$ cat src/rtl/wb_rr_arbiter.sv
// wb_rr_arbiter: round-robin arbiter sharing one Wishbone B4 pipelined slave port
// between NUM_MASTERS masters (e.g. a JTAG-to-Wishbone host and a soft CPU).
//
// The grant is held for the whole bus cycle of the winning master. Accepted but
// not yet acknowledged requests are counted so that acks are only forwarded to
// the owning master while it still expects them; stray or late acks are dropped.
//
// Ports:
//   clk, rst_n            clock, synchronous active-low reset
//   m_cyc_i/m_stb_i/m_we_i  per-master Wishbone control (one bit per master)
//   m_adr_i, m_dat_i      packed per-master address / write data (master i = slice i)
//   m_dat_o               read data, broadcast to all masters
//   m_ack_o, m_stall_o    per-master ack / stall
//   m_err_o               per-master timeout error pulse
//   s_*                   single Wishbone pipelined slave port
//   grant_o               one-hot current grant (status)
//
// Optional feature: define WB_ARB_TIMEOUT_EN to enable the watchdog that aborts a
// granted cycle after TIMEOUT_CYCLES cycles without an ack while requests are
// outstanding. Without the macro m_err_o is tied low.
module wb_rr_arbiter #(
  parameter int unsigned NUM_MASTERS     = 2,
  parameter int unsigned ADDR_WIDTH      = 16,
  parameter int unsigned DATA_WIDTH      = 16,
  parameter int unsigned MAX_OUTSTANDING = 4,
  parameter int unsigned TIMEOUT_CYCLES  = 1024
) (
  input  logic                              clk,
  input  logic                              rst_n,
  input  logic [NUM_MASTERS-1:0]            m_cyc_i,
  input  logic [NUM_MASTERS-1:0]            m_stb_i,
  input  logic [NUM_MASTERS-1:0]            m_we_i,
  input  logic [NUM_MASTERS*ADDR_WIDTH-1:0] m_adr_i,
  input  logic [NUM_MASTERS*DATA_WIDTH-1:0] m_dat_i,
  output logic [DATA_WIDTH-1:0]             m_dat_o,
  output logic [NUM_MASTERS-1:0]            m_ack_o,
  output logic [NUM_MASTERS-1:0]            m_stall_o,
  output logic [NUM_MASTERS-1:0]            m_err_o,
  output logic                              s_cyc_o,
  output logic                              s_stb_o,
  output logic                              s_we_o,
  output logic [ADDR_WIDTH-1:0]             s_adr_o,
  output logic [DATA_WIDTH-1:0]             s_dat_o,
  input  logic [DATA_WIDTH-1:0]             s_dat_i,
  input  logic                              s_ack_i,
  input  logic                              s_stall_i,
  output logic [NUM_MASTERS-1:0]            grant_o
);

  localparam int unsigned IdxW = (NUM_MASTERS > 1) ? $clog2(NUM_MASTERS) : 1;
  localparam int unsigned CntW = $clog2(MAX_OUTSTANDING + 1);

  localparam logic [0:0] StIdle = 1'b0;
  localparam logic [0:0] StBusy = 1'b1;

  if (NUM_MASTERS < 2 || NUM_MASTERS > 8 || MAX_OUTSTANDING < 1 || MAX_OUTSTANDING > 15 ||
      TIMEOUT_CYCLES < 1) begin : g_param_check
    $error("wb_rr_arbiter: parameter out of range");
  end

  logic [0:0]             state_q, state_d;
  logic [IdxW-1:0]        gidx_q, gidx_d;
  logic [IdxW-1:0]        last_q, last_d;
  logic [NUM_MASTERS-1:0] grant_q, grant_d;
  logic [CntW-1:0]        out_q, out_d;

  logic                   busy;
  logic                   full;
  logic                   cyc_g, stb_g, we_g;
  logic                   accept;
  logic                   ack_fwd;
  logic                   timeout;
  logic [NUM_MASTERS-1:0] req;
  logic                   pick_valid;
  logic [IdxW-1:0]        pick_idx;

  assign busy  = (state_q == StBusy);
  assign full  = (out_q == CntW'(MAX_OUTSTANDING));
  assign cyc_g = m_cyc_i[gidx_q];
  assign stb_g = m_stb_i[gidx_q];
  assign we_g  = m_we_i[gidx_q];

  // Slave side: only the granted master's signals ever reach the slave.
  assign s_cyc_o = busy & cyc_g & ~timeout;
  assign s_stb_o = s_cyc_o & stb_g & ~full;
  assign s_we_o  = busy & we_g;
  assign s_adr_o = m_adr_i[gidx_q*ADDR_WIDTH +: ADDR_WIDTH];
  assign s_dat_o = m_dat_i[gidx_q*DATA_WIDTH +: DATA_WIDTH];

  assign accept  = s_stb_o & ~s_stall_i;
  // Acks with nothing outstanding, or after the owner dropped cyc, are stray.
  assign ack_fwd = busy & cyc_g & s_ack_i & (out_q != '0);

  assign m_dat_o = s_dat_i;
  assign m_ack_o = ack_fwd ? grant_q : '0;
  assign grant_o = grant_q;

  always_comb begin
    m_stall_o = '1;
    if (busy) begin
      m_stall_o[gidx_q] = s_stall_i | full;
    end
  end

`ifdef WB_ARB_TIMEOUT_EN
  localparam int unsigned WdW = $clog2(TIMEOUT_CYCLES + 1);

  logic [WdW-1:0]         wd_q, wd_d;
  // A master hit by a timeout stays out of arbitration until it drops cyc once.
  logic [NUM_MASTERS-1:0] blocked_q, blocked_d;

  assign timeout = busy & cyc_g & (out_q != '0) & ~s_ack_i &
                   (wd_q == WdW'(TIMEOUT_CYCLES - 1));
  assign m_err_o = timeout ? grant_q : '0;
  assign req     = m_cyc_i & ~blocked_q;

  always_comb begin
    wd_d      = wd_q;
    blocked_d = blocked_q & m_cyc_i;
    if (!busy || s_ack_i) begin
      wd_d = '0;
    end else if (out_q != '0) begin
      wd_d = wd_q + 1'b1;
    end
    if (timeout) begin
      blocked_d[gidx_q] = 1'b1;
    end
  end

  always_ff @(posedge clk) begin
    if (!rst_n) begin
      wd_q      <= '0;
      blocked_q <= '0;
    end else begin
      wd_q      <= wd_d;
      blocked_q <= blocked_d;
    end
  end
`else
  assign timeout = 1'b0;
  assign m_err_o = '0;
  assign req     = m_cyc_i;
`endif

  // Round-robin search starting just after the last granted master.
  always_comb begin
    int unsigned cand;
    cand       = 0;
    pick_valid = 1'b0;
    pick_idx   = '0;
    for (int unsigned k = 1; k <= NUM_MASTERS; k++) begin
      cand = (32'(last_q) + k) % NUM_MASTERS;
      if (!pick_valid && req[IdxW'(cand)]) begin
        pick_valid = 1'b1;
        pick_idx   = IdxW'(cand);
      end
    end
  end

  always_comb begin
    state_d = state_q;
    gidx_d  = gidx_q;
    last_d  = last_q;
    grant_d = grant_q;
    out_d   = out_q;
    case (state_q)
      StIdle: begin
        if (pick_valid) begin
          state_d = StBusy;
          gidx_d  = pick_idx;
          grant_d = {{(NUM_MASTERS-1){1'b0}}, 1'b1} << pick_idx;
          out_d   = '0;
        end
      end
      default: begin
        if (!cyc_g || timeout) begin
          // Release or abort: anything still outstanding is forgotten.
          state_d = StIdle;
          last_d  = gidx_q;
          grant_d = '0;
          out_d   = '0;
        end else if (accept && !ack_fwd) begin
          out_d = out_q + 1'b1;
        end else if (!accept && ack_fwd) begin
          out_d = out_q - 1'b1;
        end
      end
    endcase
  end

  always_ff @(posedge clk) begin
    if (!rst_n) begin
      state_q <= StIdle;
      gidx_q  <= '0;
      last_q  <= IdxW'(NUM_MASTERS - 1);
      grant_q <= '0;
      out_q   <= '0;
    end else begin
      state_q <= state_d;
      gidx_q  <= gidx_d;
      last_q  <= last_d;
      grant_q <= grant_d;
      out_q   <= out_d;
    end
  end

endmodule

$ cat config.mk
export PLATFORM = sky130hd
export DESIGN_NAME = wb_rr_arbiter
export DESIGN_NICKNAME = d
export VERILOG_FILES = /design/src/rtl/wb_rr_arbiter.sv
export SDC_FILE = /design/constraint.sdc
export NUM_CORES = 1
export LEC_CHECK = 0
export ABC_CLOCK_PERIOD_IN_PS = 2660
export BUFFER_PORTS_ARGS = -buffer_cell sky130_fd_sc_hd__buf_2
export CORE_ASPECT_RATIO = 0.7
export CORE_MARGIN = 2
export CORE_UTILIZATION = 33
export CTS_BUF_LIST = sky130_fd_sc_hd__clkbuf_4 sky130_fd_sc_hd__clkbuf_8
export DETAILED_ROUTE_END_ITERATION = 10
export HOLD_SLACK_MARGIN = 0.1
export PLACE_DENSITY = 0.86
export SLEW_MARGIN = 10
export SYNTH_ARGS = -nofsm -noshare
export SYNTH_HDL_FRONTEND = slang
export SYNTH_SLANG_ARGS = --single-unit
$ cat constraint.sdc
create_clock -name clk -period 2.66 [get_ports clk]
set_input_delay 0.399 -clock clk [delete_from_list [all_inputs] [get_ports clk]]
set_output_delay 0.399 -clock clk [all_outputs]
set_load 0.02 [all_outputs]
==> impl_metrics.toml <==
[worst_setup_path]
crit_buf_inv = 0
reg2reg_from = "out_q[2]"
critical-path-top-delay-family = "simple AND/OR/NAND/NOR gates"
critPathRequiredTime_ns = 2.78
rrSetupSlack_ns = 0.26
cp_common_cell = "o21ai_0"
crit_path_max_incr_delay_ns = 0.52
endpoint_kind = "flop"
crit_path_top_delay_cell = "nor3b_1"
reg2reg_depth = 9
r2r-end = "out_q[2]"
start_kind = "flop"
arrival_ns = 2.52
setup.worst_path.class = "flop to flop"
cp_max_fo = 7
crit_cells = 9
crit_chain = "nor3b_1 -> a2111oi_4 -> nor2b_1 -> fa_1 -> o21ai_0 -> mux2i_1 -> and3_1 -> o21ai_0 -> o21ai_1"

[route]
routedWlPerCell_um = 14.30
dr.pass1.iters = 4
drtAntennaViolNets = 0
drc = 0
drt_iter0_markers = 24
vias = 1340
viasPerCell = 4.891
wl_um = 3919

[placement]
dp_hpwl_um = 3382
io_buffers = 114
place_congestion = 0.9491

[finish]
mostFrequentLayoutCells = "buf_2 (114), mux2_2 (32), a21oi_1 (8), o21ai_0 (8), dfxtp_1 (7)"
finish.utilization_pct = 51.01
final_layout_size_suffix_gt1_share_pct = 68.72
syn2layout_area_growth_pct = 43.26
nets = 320
final_common_cell = "buf_2"
antenna_cells = 0

[timing]
fin_crit_ns = 2.400
finalSetupTns_ns = 0
maxSlewHeadroom_pct = 62.39
final-setup-viol-count = 0
skew_ns = 0.006974
rsz0062_at_grt = "no"
hold_viol = 0
tightest_slew_ns = 0.5629
post-route-period-util_pct = 90.22
slew_viol_final = 0
fmax_ghz = 0.4167

[yosys]
synth-seq-cells = 8
syn-cell-area_um2 = 1151
yosysWarnings = 0
syn_avg_cell_area_um2 = 8.655
ys_seq_area_share_pct = 13.91
synth_cells = 133
synth_cell_types = 33

[die]
design.die.area_um2 = 3984
initial_core_util_pct = 35.60
num_rows = 17
core_area_um2 = 3233
die_h_um = 53.42
pin_count = 149
fp.dieW_um = 74.59

[cts]
post_cts_buffers = 0
clk_latency_ns = 0.23
numCtsBuffers = 3
cts_tree = "built"
post_cts_resized = 0
cts-root-buf = "clkbuf_8"
clockBufferDepth = 2
clkSinkCount = 8
clkTransAtPathRegs_ns = 0.05
htree_num_levels = 1
holdBufCountCts = 0

[grt]
grt_max_degree = 39
grt-ovfl-total = 0
antenna_found_initial = 0
grt_pass1_wl_um = 5347
track_usage_pct = 17.94
grt_pass1_vias = 1145

[power_and_ir_drop]
power.leakage_nw = 0.8176
p_per_area_nw_per_um2 = 353.1
fin_total_pwr_mw = 0.5822
peakVddDrop_uv = 252.2

[hold_path]
holdPathEnd = "last_q"
min_from = "rst_n"
hold_depth = 2
hold_path.class = "input port to flop"

[outcome]
status = "completed"

[flow_run]
max_cap_violations = 0
[metal layers]
layer  GRT usage (%)  vias to the layer above  share of wire [%]
met4           5.357                        0                2.5
met5               0                        -                  0
met2           29.65                       78                 49
li1                -                      639                  -
met3           6.476                       16                8.4
met1           21.80                      607                 40
[how the worst max path moves through the flow]
| stage | from | endpoint |
|---|---|---|
| 3_3_place_gp | out_q[2] | out_q[2] |
| 2_1_floorplan | out_q[2] | out_q[2] |
| 3_5_place_dp | m_cyc_i[0] | out_q[2] |
| 5_1_grt | out_q[2] | out_q[2] |
| 4_1_cts | out_q[2] | out_q[2] |
| 6_report | out_q[2] | out_q[2] |
[synth_stat cells, drive strengths merged]
cell	number	share of area, %
mux2	32	31
nor2b	3	1.6
a31oi	1	0.54
nand4b	1	0.76
o21ai	11	5.1
nor4b	1	2.1
nor4	1	0.54
a2111oi	1	2.4
nor2	4	1.3
conb	1	0.33
nand3b	1	1.7
o21a	1	0.65
nor3b	1	0.65
and2	3	1.6
nor3	3	1.3
dfxtp	8	14
xnor2	1	0.76
nand2b	3	1.6
nand3	6	2.6
buf	20	13
mux2i	4	3.5
bufbuf	1	1.6
nand2	6	2.0
clkbuf	4	1.3
inv	5	1.8
and3	1	0.54
a21oi	8	3.5
fa	1	1.7
[flip-flops by register name, indices dropped and copies added, names as in the netlist]
signal and cells:
out_q 3, grant_o 2, busy 1, gidx_q 1
last_q 1
[worst reg2reg max path, stage by stage, from the launching register on]
cell	delay [ns]
dfxtp_1	0.45
nor3b_1	0.52
a2111oi_4	0.10
nor2b_1	0.18
fa_1	0.42
o21ai_0	0.10
mux2i_1	0.09
and3_1	0.18
o21ai_0	0.15
o21ai_1	0.08
[through the flow]
step                worst slack (ns)  cell area, um2  cells  hold slack (ns)
floorplan                     0.5270            1155    134           0.4806
CTS                           0.3064            1649    274           0.4659
global route                 0.07349            1649    274           0.4992
finish                        0.2601            1649    274           0.4706
detailed placement            0.2956            1608    271           0.5238
global placement              0.3747            1608    271           0.5211
[layout make-up]
class | instances | area [um2]
Inverter | 5 | 21.27
Sequential cell | 8 | 161.4
Timing Repair Buffer | 115 | 578.1
Multi-Input combinational cell | 96 | 788.3
Clock buffer | 3 | 41.29
Fill cell | 325 | 1584
Tap cell | 47 | 58.81
[cell families after synthesis]
group                      synth area share, %
buffers and inverters                    17.93
adders and majority gates                1.739
muxes                                    34.78
xor gates and xnor gates                0.7610
DFF                                      13.91
AOI/OAI and AO/OA                        12.18
other                                   0.3258
and+or+nand+nor                          18.37
[power by group]
part	internal (mW)	switching (mW)
sequential	0.129	0.0110
combinational	0.134	0.158
clock	0.0985	0.0521
Power figures use the tool's default switching activity.
